===== src/rtl/vga_capture_monitor_pkg.sv =====
// Shared widths, frame statistics record and checksum step for the VGA capture monitor.
package vga_mon_pkg;

    localparam int CNT_W  = 12;
    localparam int CSUM_W = 32;

    localparam logic [CNT_W-1:0] CNT_MAX = '1;

    typedef enum logic {
        ST_IDLE,
        ST_RUN
    } mon_state_t;

    typedef struct packed {
        logic [CNT_W-1:0] h_act;
        logic [CNT_W-1:0] v_act;
        logic [CNT_W-1:0] h_tot;
        logic [CNT_W-1:0] v_tot;
    } frame_stats_t;

    // One checksum step: rotate left by one, then fold in the 24-bit pixel.
    function automatic logic [CSUM_W-1:0] csum_step(input logic [CSUM_W-1:0] csum,
                                                     input logic [23:0]       px);
        return {csum[CSUM_W-2:0], csum[CSUM_W-1]} ^ {8'h00, px};
    endfunction

endpackage


===== src/rtl/vga_capture_monitor_if.sv =====
// Pixel stream in, per-frame results out. The source side is the master.
interface vga_mon_if;
    import vga_mon_pkg::*;

    logic [7:0]        VGA_R;
    logic [7:0]        VGA_G;
    logic [7:0]        VGA_B;
    logic              VGA_HS;
    logic              VGA_VS;
    logic              VGA_DE;

    logic [CNT_W-1:0]  H_ACTIVE;
    logic [CNT_W-1:0]  V_ACTIVE;
    logic [CNT_W-1:0]  H_TOTAL;
    logic [CNT_W-1:0]  V_TOTAL;
    logic [CSUM_W-1:0] CHECKSUM;
    logic              FRAME_DONE;
    logic              GEOM_ERR;
    logic              LOCKED;

    modport master (
        output VGA_R, VGA_G, VGA_B, VGA_HS, VGA_VS, VGA_DE,
        input  H_ACTIVE, V_ACTIVE, H_TOTAL, V_TOTAL, CHECKSUM, FRAME_DONE, GEOM_ERR, LOCKED
    );

    modport slave (
        input  VGA_R, VGA_G, VGA_B, VGA_HS, VGA_VS, VGA_DE,
        output H_ACTIVE, V_ACTIVE, H_TOTAL, V_TOTAL, CHECKSUM, FRAME_DONE, GEOM_ERR, LOCKED
    );

endinterface


===== src/rtl/vga_capture_monitor_sync_edge.sv =====
// Input registration, sync polarity normalisation and edge pulses.
// The pulses are registered, so pix/pix_de are delayed to stay aligned with them.
module vga_sync_edge #(
    parameter bit HS_NEG = 1'b1,
    parameter bit VS_NEG = 1'b1
) (
    input  logic        clk,
    input  logic        rst_b,
    input  logic [7:0]  r,
    input  logic [7:0]  g,
    input  logic [7:0]  b,
    input  logic        hs,
    input  logic        vs,
    input  logic        de,
    output logic [23:0] pix,
    output logic        pix_de,
    output logic        hs_e,
    output logic        vs_e,
    output logic        de_f
);

    logic [23:0] pix_s0;
    logic        hs_s0, vs_s0, de_s0;
    logic        hs_s1, vs_s1;

    // Two register stages: raw capture, then previous-value compare for edges.
    always_ff @(posedge clk) begin
        if (!rst_b) begin
            pix_s0 <= '0;
            hs_s0  <= 1'b0;
            vs_s0  <= 1'b0;
            de_s0  <= 1'b0;
            hs_s1  <= 1'b0;
            vs_s1  <= 1'b0;
            pix    <= '0;
            pix_de <= 1'b0;
            hs_e   <= 1'b0;
            vs_e   <= 1'b0;
            de_f   <= 1'b0;
        end else begin
            pix_s0 <= {r, g, b};
            hs_s0  <= hs ^ HS_NEG;
            vs_s0  <= vs ^ VS_NEG;
            de_s0  <= de;
            hs_s1  <= hs_s0;
            vs_s1  <= vs_s0;
            pix    <= pix_s0;
            pix_de <= de_s0;
            hs_e   <= hs_s0 & ~hs_s1;
            vs_e   <= vs_s0 & ~vs_s1;
            de_f   <= pix_de & ~de_s0;
        end
    end

endmodule


===== src/rtl/vga_capture_monitor.sv =====
// Receive-side VGA checker: frame geometry, pixel checksum and lock status,
// published once per frame on the VS leading edge.
//
//   state   | meaning
//   --------+-----------------------------------------------------------
//   ST_IDLE | after reset; first VS edge starts a frame without publishing
//   ST_RUN  | every VS edge publishes the ending frame and starts the next
module vga_capture_monitor
    import vga_mon_pkg::*;
#(
    parameter bit HS_NEG = 1'b1,
    parameter bit VS_NEG = 1'b1,
    parameter int EXP_H  = 640,
    parameter int EXP_V  = 480
) (
    input  logic     CLK,
    input  logic     RST,
    vga_mon_if.slave vga
);

    localparam logic [CNT_W-1:0] CNT_ONE = CNT_W'(1);
    localparam logic [CNT_W-1:0] EXP_H_C = CNT_W'(EXP_H);
    localparam logic [CNT_W-1:0] EXP_V_C = CNT_W'(EXP_V);

    logic [23:0]       pix;
    logic              pix_de, hs_e, vs_e, de_f;

    mon_state_t        state, state_n;
    logic [CNT_W-1:0]  hcnt, htot, derun, wref, vlines, hlines;
    logic [CNT_W-1:0]  hcnt_n, htot_n, derun_n, wref_n, vlines_n, hlines_n;
    logic              htot_seen, htot_seen_n, err, err_n;
    logic [CSUM_W-1:0] csum, csum_n;
    logic              publish, clear, geom_err;
    frame_stats_t      stats_n, stats_prev;

    vga_sync_edge #(.HS_NEG(HS_NEG), .VS_NEG(VS_NEG)) u_sync (
        .clk    (CLK),
        .rst_b  (RST),
        .r      (vga.VGA_R),
        .g      (vga.VGA_G),
        .b      (vga.VGA_B),
        .hs     (vga.VGA_HS),
        .vs     (vga.VGA_VS),
        .de     (vga.VGA_DE),
        .pix    (pix),
        .pix_de (pix_de),
        .hs_e   (hs_e),
        .vs_e   (vs_e),
        .de_f   (de_f)
    );

    // Frame state register.
    always_ff @(posedge CLK) begin
        if (!RST) state <= ST_IDLE;
        else      state <= state_n;
    end

    // Accumulator next values (including this cycle's events), publish decision and next state.
    always_comb begin
        hcnt_n      = hcnt;
        htot_n      = htot;
        htot_seen_n = htot_seen;
        derun_n     = derun;
        wref_n      = wref;
        vlines_n    = vlines;
        hlines_n    = hlines;
        csum_n      = csum;
        err_n       = err;
        state_n     = state;
        publish     = 1'b0;
        clear       = 1'b0;

        if (hs_e) begin
            hcnt_n      = CNT_ONE;
            htot_n      = hcnt;
            htot_seen_n = 1'b1;
            // a line edge coinciding with VS belongs to the next frame
            if (htot_seen && hcnt != htot && !vs_e) err_n = 1'b1;
            if (hlines == CNT_MAX) err_n = 1'b1;
            else                   hlines_n = hlines + 1'b1;
        end else if (hcnt == CNT_MAX) begin
            err_n = 1'b1;
        end else begin
            hcnt_n = hcnt + 1'b1;
        end

        if (pix_de) begin
            csum_n = csum_step(csum, pix);
            if (derun == CNT_MAX) err_n = 1'b1;
            else                  derun_n = derun + 1'b1;
        end

        if (de_f) begin
            derun_n = '0;
            if (vlines == '0)       wref_n = derun;
            else if (derun != wref) err_n  = 1'b1;
            if (vlines == CNT_MAX) err_n = 1'b1;
            else                   vlines_n = vlines + 1'b1;
        end

        if (vs_e && pix_de) err_n = 1'b1;

        geom_err   = err_n | (wref_n != EXP_H_C) | (vlines_n != EXP_V_C);
        stats_n    = '{h_act: wref_n, v_act: vlines_n, h_tot: htot, v_tot: hlines};
        stats_prev = '{h_act: vga.H_ACTIVE, v_act: vga.V_ACTIVE,
                       h_tot: vga.H_TOTAL,  v_tot: vga.V_TOTAL};

        case (state)
            ST_IDLE: if (vs_e) begin
                state_n = ST_RUN;
                clear   = 1'b1;
            end
            ST_RUN: if (vs_e) begin
                publish = 1'b1;
                clear   = 1'b1;
            end
            default: state_n = ST_IDLE;
        endcase
    end

    // Accumulators and published result registers.
    always_ff @(posedge CLK) begin
        if (!RST) begin
            hcnt           <= '0;
            htot           <= '0;
            htot_seen      <= 1'b0;
            derun          <= '0;
            wref           <= '0;
            vlines         <= '0;
            hlines         <= '0;
            csum           <= '0;
            err            <= 1'b0;
            vga.H_ACTIVE   <= '0;
            vga.V_ACTIVE   <= '0;
            vga.H_TOTAL    <= '0;
            vga.V_TOTAL    <= '0;
            vga.CHECKSUM   <= '0;
            vga.FRAME_DONE <= 1'b0;
            vga.GEOM_ERR   <= 1'b0;
            vga.LOCKED     <= 1'b0;
        end else begin
            hcnt <= hcnt_n;
            htot <= htot_n;
            if (clear) begin
                // the period ending on the frame's first line edge spans two frames
                htot_seen <= 1'b0;
                derun     <= '0;
                wref      <= '0;
                vlines    <= '0;
                hlines    <= {{(CNT_W-1){1'b0}}, hs_e};
                csum      <= '0;
                err       <= 1'b0;
            end else begin
                htot_seen <= htot_seen_n;
                derun     <= derun_n;
                wref      <= wref_n;
                vlines    <= vlines_n;
                hlines    <= hlines_n;
                csum      <= csum_n;
                err       <= err_n;
            end
            vga.FRAME_DONE <= publish;
            if (publish) begin
                vga.H_ACTIVE <= stats_n.h_act;
                vga.V_ACTIVE <= stats_n.v_act;
                vga.H_TOTAL  <= stats_n.h_tot;
                vga.V_TOTAL  <= stats_n.v_tot;
                vga.CHECKSUM <= csum_n;
                vga.GEOM_ERR <= geom_err;
                vga.LOCKED   <= ~geom_err & (stats_n == stats_prev);
            end
        end
    end

endmodule

===== src/flat_wrapper.sv =====
// flat-port wrapper written by rule: the top's interface ports become plain ports
module vga_capture_monitor_flat import vga_mon_pkg::*;
#(
    parameter bit HS_NEG = 1'b1,
    parameter bit VS_NEG = 1'b1,
    parameter int EXP_H  = 640,
    parameter int EXP_V  = 480
)
  (CLK, RST, vga_VGA_R, vga_VGA_G, vga_VGA_B, vga_VGA_HS, vga_VGA_VS, vga_VGA_DE, vga_H_ACTIVE, vga_V_ACTIVE, vga_H_TOTAL, vga_V_TOTAL, vga_CHECKSUM, vga_FRAME_DONE, vga_GEOM_ERR, vga_LOCKED);
  vga_mon_if vga_i ();
  input  logic CLK;
  input  logic RST;
  input wire logic [$bits(vga_i.VGA_R)-1:0] vga_VGA_R;
  input wire logic [$bits(vga_i.VGA_G)-1:0] vga_VGA_G;
  input wire logic [$bits(vga_i.VGA_B)-1:0] vga_VGA_B;
  input wire logic [$bits(vga_i.VGA_HS)-1:0] vga_VGA_HS;
  input wire logic [$bits(vga_i.VGA_VS)-1:0] vga_VGA_VS;
  input wire logic [$bits(vga_i.VGA_DE)-1:0] vga_VGA_DE;
  output wire logic [$bits(vga_i.H_ACTIVE)-1:0] vga_H_ACTIVE;
  output wire logic [$bits(vga_i.V_ACTIVE)-1:0] vga_V_ACTIVE;
  output wire logic [$bits(vga_i.H_TOTAL)-1:0] vga_H_TOTAL;
  output wire logic [$bits(vga_i.V_TOTAL)-1:0] vga_V_TOTAL;
  output wire logic [$bits(vga_i.CHECKSUM)-1:0] vga_CHECKSUM;
  output wire logic [$bits(vga_i.FRAME_DONE)-1:0] vga_FRAME_DONE;
  output wire logic [$bits(vga_i.GEOM_ERR)-1:0] vga_GEOM_ERR;
  output wire logic [$bits(vga_i.LOCKED)-1:0] vga_LOCKED;
  assign vga_i.VGA_R = vga_VGA_R;
  assign vga_i.VGA_G = vga_VGA_G;
  assign vga_i.VGA_B = vga_VGA_B;
  assign vga_i.VGA_HS = vga_VGA_HS;
  assign vga_i.VGA_VS = vga_VGA_VS;
  assign vga_i.VGA_DE = vga_VGA_DE;
  assign vga_H_ACTIVE = vga_i.H_ACTIVE;
  assign vga_V_ACTIVE = vga_i.V_ACTIVE;
  assign vga_H_TOTAL = vga_i.H_TOTAL;
  assign vga_V_TOTAL = vga_i.V_TOTAL;
  assign vga_CHECKSUM = vga_i.CHECKSUM;
  assign vga_FRAME_DONE = vga_i.FRAME_DONE;
  assign vga_GEOM_ERR = vga_i.GEOM_ERR;
  assign vga_LOCKED = vga_i.LOCKED;
  vga_capture_monitor #(.HS_NEG(HS_NEG), .VS_NEG(VS_NEG), .EXP_H(EXP_H), .EXP_V(EXP_V)) u_core (.CLK(CLK), .RST(RST), .vga(vga_i));
endmodule

===== config.mk =====
export PLATFORM = sky130hd
export DESIGN_NAME = vga_capture_monitor_flat
export DESIGN_NICKNAME = d
export VERILOG_FILES = /design/src/rtl/vga_capture_monitor_pkg.sv /design/src/rtl/vga_capture_monitor_if.sv /design/src/rtl/vga_capture_monitor_sync_edge.sv /design/src/rtl/vga_capture_monitor.sv /design/src/flat_wrapper.sv
export SDC_FILE = /design/constraint.sdc
export NUM_CORES = 1
export LEC_CHECK = 0
export ABC_AREA = 0
export BUFFER_PORTS_ARGS = -buffer_cell sky130_fd_sc_hd__buf_4
export CAP_MARGIN = 10
export CORE_MARGIN = 4
export CORE_UTILIZATION = 25
export CTS_CLUSTER_SIZE = 10
export DETAILED_ROUTE_END_ITERATION = 10
export PLACE_DENSITY = 0.5
export SLEW_MARGIN = 20
export SYNTH_ARGS = -nofsm -noshare
export SYNTH_HDL_FRONTEND = slang
export SYNTH_HIERARCHICAL = 1
export SYNTH_SLANG_ARGS = --single-unit

===== constraint.sdc =====
create_clock -name CLK -period 3.5 [get_ports CLK]
set_input_delay 0.175 -clock CLK [delete_from_list [all_inputs] [get_ports CLK]]
set_output_delay 0.175 -clock CLK [all_outputs]
set_load 0.05 [all_outputs]

======== After elaboration in Yosys (flattened, before gate mapping) ========
Index checks and enable logic that the tools add are counted.
word-level totals
  register bits ........................... 247
  logic and storage cells ................. 98
  input bits .............................. 29
cells by class
  eq/ne operators ......................... 11
  add/subtract/negate cells ............... 4
  bitwise logic cells ..................... 16
  multiplexer cells ....................... 24
  reduce and logical (&&, ||, !) cells .... 12
operators by type and width
  kind                                                                        number
  12-bit by 1-bit adder with 12-bit output (second input constant)            4
  12-bit == test (second input constant)                                      4
  48-bit == test                                                              1
  12-bit 2-to-1 mux                                                           4
  32-bit 2-to-1 mux                                                           1
  32-bit by 24-bit bitwise XOR with 32-bit output                             1
  12-bit inequality test                                                      2
  1-bit 2-to-1 mux                                                            19
  12-bit logical NOT                                                          1
  12-bit by 10-bit inequality test with 1-bit output (second input constant)  1
  12-bit by 9-bit inequality test with 1-bit output (second input constant)   1
  1-bit NOT                                                                   9
  2-bit AND reduction                                                         3
  1-bit bitwise AND                                                           4
  2-bit OR reduction                                                          2
  1-bit logical AND                                                           3
  3-bit OR reduction                                                          1
  2-bit by 1-bit inequality test with 1-bit output (second input constant)    1
  2-bit inequality test (second input constant)                               1
  1-bit OR                                                                    2
  2-bit nonzero test                                                          1
  1-bit logical NOT                                                           1

======== Logic depth before layout (Yosys ltp) ========
  word-level depth ........................ 17
  depth in mapped cells ................... 11
  depth with buffers taken out ............ 10

======== By module ========
Netlist, hierarchy kept.
by module, submodules not included
  module               cells each  area each (um^2)  times used  sequential area each (um^2)
  vga_capture_monitor  1,002       8,694.6           1           3,803.6
  vga_sync_edge        120         1,560.2           1           1,141.1

======== Least setup slack after synthesis ========
No wires, ideal clock.
  path kind ............................... reg2reg
  start ................................... reg u_core.vlines[0]
  end ..................................... reg u_core.vga.LOCKED
  arrival time ............................ 2.444 ns
  required time ........................... 3.416 ns
  stages on the path, launching flop included .. 11
  setup slack ............................. 0.972 ns
  buffers on the path ..................... 1
  cell sequence ........................... dfxtp_1 > ha_1 > nand4_1 > or2_2 > clkbuf_2 > o21ai_0 > mux2i_1 > nand2_1 > nor4b_1 > nand4b_1 > o31ai_2
between the ends
  cells in the longest elaborated chain, start to end .. 9
  elaborated cells on any way between the ends .. 18
  those cells by class .................... add/sub (1); eq/ne (4); mux (8); bitwise (4); reduce/logical (1)
ends and longest elaborated chain
  what                                                                                              RTL line                      text
  from (decl)                                                                                       vga_capture_monitor.sv:29     logic [CNT_W-1:0] hcnt, htot, derun, wref, vlines, hlines;
  from (signal assigned)                                                                            vga_capture_monitor.sv:157    vlines <= vlines_n;
  parallel branches: the longest is 8 deep, another holds 12-bit by 1-bit adder with 12-bit output  n/a
  1-bit bitwise AND (*)                                                                             vga_capture_monitor.sv:170    vga.LOCKED <= ~geom_err & (stats_n == stats_prev);
  to (signal assigned)                                                                              vga_capture_monitor.sv:170
  to (decl)                                                                                         vga_capture_monitor_if.sv:28  output H_ACTIVE, V_ACTIVE, H_TOTAL, V_TOTAL, CHECKSUM, FRAME_DONE, GEOM_ERR, LOCKED
Every way passes the cells marked *.
A chain may end at the register's enable or synchronous reset.

======== Worst setup path after layout ========
Ends and elaborated chain as after synthesis.

==> flow_metrics.tcl <==
set metrics [dict create \
    status "complete, no violations" \
    fin_crit_ns 2.90 \
    synth_top_family_by_area "simple AND/OR/NAND/NOR gates" \
    drt_iter0_drc 368 \
    die_y_um 211 \
    synth-compound-area-share_pct 9.75 \
    portBuffers 111 \
    ff2ff_setup_slack_ns 0.60 \
    synth-simple-area-share_pct 22.6 \
    synthTopCellsByArea "dfxtp_1, xnor2_1, nand2_1, and2_1, xor2_1" \
    fin_ws_ns 0.599 \
    via_per_inst 4.36 \
    cts_tree "built" \
    r2r_end "u_core/vga.LOCKED$_SDFFE_PN0P_" \
    globalRouteTotalUtil_pct 11.1 \
    syn-cell-area_um2 10300 \
    synth_fa_ha_area_share_pct 0.610 \
    synthCells 1122 \
    dr_total_vias 7675 \
    synth.top_cells.by_count "dfxtp_1, nand2_1, nor2_1, and2_1, o21ai_0" \
    endpoint "u_core/vga.LOCKED$_SDFFE_PN0P_" \
    hold_path.class "in -> reg" \
    dp_slack_ns 0.619 \
    cp_data_required_time_ns 3.98 \
    ys.flop_type "dfxtp_1" \
    overflow 0 \
    coreArea_um2 40100 \
    peakVddDrop_mv 0.346 \
    cts_sinks 247 \
    reg2reg_depth 9 \
    avgSynthCellArea_um2 9.14 \
    fmax_mhz 345 \
    setup_tns_ns 0 \
    maxSlewHeadroom_pct 44.9 \
    synth_xor_area_share_pct 10.8 \
    drcViolationCount 0 \
    ys_ff_latch 247 \
    wl_per_cell_um 14.4 \
    nets 1262 \
    drive_above_1_share_pct 14.3 \
    die_area_um2 44300 \
    finalClockSkew_ns 0.0133 \
    final_core_util_pct 31.5 \
    synthMuxAreaShare_pct 4.25 \
    finalHoldViolations 0 \
    wl_um 25300 \
    antenna_left 0 \
    grt_pass1_wl_um 40600 \
    crit_start "u_core/vlines[0]$_SDFF_PP0_" \
    synth_edf_count 0 \
    crit_fanout 8 \
    cp-end-kind "flop" \
    whs_path_depth 2 \
    drv_cap 0 \
    power_uw 5980 \
    start_util_pct 25.6 \
    maxSlewViolCount 0 \
    clkTransAtPathRegs_ns 0.06 \
    crit_arrival_ns 3.38 \
    netlist.area_leader.share_pct 48.2 \
    rsz0062_at_grt "false" \
    hpwl_um 17100 \
    path_class "reg -> reg" \
    drt_pass1_iterations 8 \
    cts.repair.resized 0 \
    clockRootBuffer "clkbuf_16" \
    syn_nets 1156 \
    syn_to_final_growth_pct 23.2 \
    clockBufferDepth 3 \
    fin_crit_sh_pct 82.9 \
    fp.dieW_um 211 \
    worst_slew_pin_slew_ns 0.827 \
    synth_cell_types 56 \
    yosys.area.top_type "dfxtp_1" \
    antenna_found_initial 0 \
    worstSkewPairLatency_ns 0.56 \
    r2r-start "u_core/vlines[0]$_SDFF_PP0_" \
    yosys_warnings 6 \
    rows 73 \
    yosysMostFrequentCell "dfxtp_1" \
    grt_max_degree 92 \
    async_flop_share_pct 0 \
    io_pins 112 \
    powerDensity_nw_per_um2 473 \
    first_global_vias 7474 \
    worstSetupStartpointType "flop" \
    p_leak_uw 0.00521 \
    setup-violations-final 0 \
    h-tree-depth 1 \
    cts_made_buffers 30 \
    gp_congestion 0.861 \
    num_antenna_cells 0 \
    seq_area_frac_synth_pct 48.2 \
]
-- layout make-up --
type                    instances  area (µm²)
clock inverters                 4        48.8
multi-input cells             786        4930
fillers                      4132       27500
repair buffers                151        1200
inverters                      12        45.0
flip-flops and latches        247        4950
well taps                     525         657
clock buffers                  35         811
-- stage by stage --
step	std cells	cell area, µm²	hold slack (ns)
global placement	1694	11500	0.336
floorplan	1122	10300	0.247
detailed placement	1694	11500	0.338
CTS	1760	12600	0.171
finish	1760	12600	0.202
global route	1760	12600	0.209
-- worst min-delay path by stage --
| stage | start | to | slack, ns |
|---|---|---|---|
| final | RST | u_core/vga.GEOM_ERR$_SDFFE_PN0P_ | 0.20 |
| after global routing | RST | u_core/vga.V_ACTIVE[9]$_SDFFE_PN0P_ | 0.21 |
| after CTS | RST | u_core/vga.GEOM_ERR$_SDFFE_PN0P_ | 0.17 |
| after detailed placement | vga_VGA_HS | u_core/u_sync/hs_s0$_SDFF_PN0_ | 0.34 |
| after global placement | vga_VGA_HS | u_core/u_sync/hs_s0$_SDFF_PN0_ | 0.34 |
| after floorplan | vga_VGA_HS | u_core/u_sync/hs_s0$_SDFF_PN0_ | 0.25 |
-- registers in the layout, summed over array words and instances, names as in the netlist, 12 cells and up --
| signal | flops |
|---|---|
| u_core/csum | 32 |
| u_core/vga.CHECKSUM | 32 |
| u_core/u_sync/pix | 24 |
| u_core/u_sync/pix_s0 | 24 |
| u_core/derun | 12 |
| u_core/hcnt | 12 |
| u_core/hlines | 12 |
| u_core/htot | 12 |
| u_core/vga.H_ACTIVE | 12 |
| u_core/vga.H_TOTAL | 12 |
| u_core/vga.V_ACTIVE | 12 |
| u_core/vga.V_TOTAL | 12 |
| u_core/vlines | 12 |
| u_core/wref | 12 |
-- worst max-delay path: stages (launching register included) --
cell      delay (ns)
dfxtp_1         0.46
ha_1            0.24
nand4_1         0.16
or2_2           0.39
o21ai_0         0.34
mux2i_1         0.37
nand2_1         0.09
nor4b_1         0.32
nand4b_1        0.20
o31ai_2         0.26
-- cell families (layout without fill, tap and decap cells) --
group	count (synthesis)	after routing
AND/OR/NAND/NOR	466	466
multiplexers	40	40
XOR/XNOR	126	126
AO/OA/AOI/OAI	149	149
flip-flops	247	247
buffers and inverters	89	202
adder cells (fa/ha/maj)	5	5
-- placed cells by master, fill, tap and decap left out, types with 6 or more instances in the layout --
cell type | netlist | final
mux2i_1 | 33 | 33
nor4_1 | 16 | 16
o211a_1 | 25 | 25
nor2b_1 | 17 | 17
xor2_1 | 59 | 59
a21oi_1 | 11 | 11
clkbuf_16 | 0 | 31
xnor2_1 | 67 | 67
inv_1 | 12 | 12
nor2_1 | 98 | 98
dfxtp_1 | 247 | 246
buf_4 | 1 | 124
o21ai_0 | 68 | 68
nand2_1 | 151 | 150
dlygate4sd3_1 | 0 | 27
nand3_1 | 24 | 24
a21boi_0 | 26 | 26
and3_1 | 7 | 7
nor3_1 | 13 | 13
and2_1 | 85 | 84
nand4_1 | 24 | 24
mux2i_2 | 6 | 6
-- power breakdown --
group          leakage [µW]  internal (µW)  switching (µW)
Sequential          0.00201           2870            38.5
Clock              0.000425           1680            1130
Combinational       0.00278            125             139
Total               0.00521           4670            1310
-- routing by layer --
layer  track usage [%]  share of wire (%)
met3              1.82                4.6
met2              18.5                 46
met5                 0                  0
met4              3.89                2.5
met1              14.6                 47
-- repair_timing --
item / 4_1_cts / 5_1_grt
hold endpoints to repair: 27 / 0
buffers inserted: 0 / 0
hold buffers: 27 / 0
Note: power is estimated with default switching activity, not from simulation.
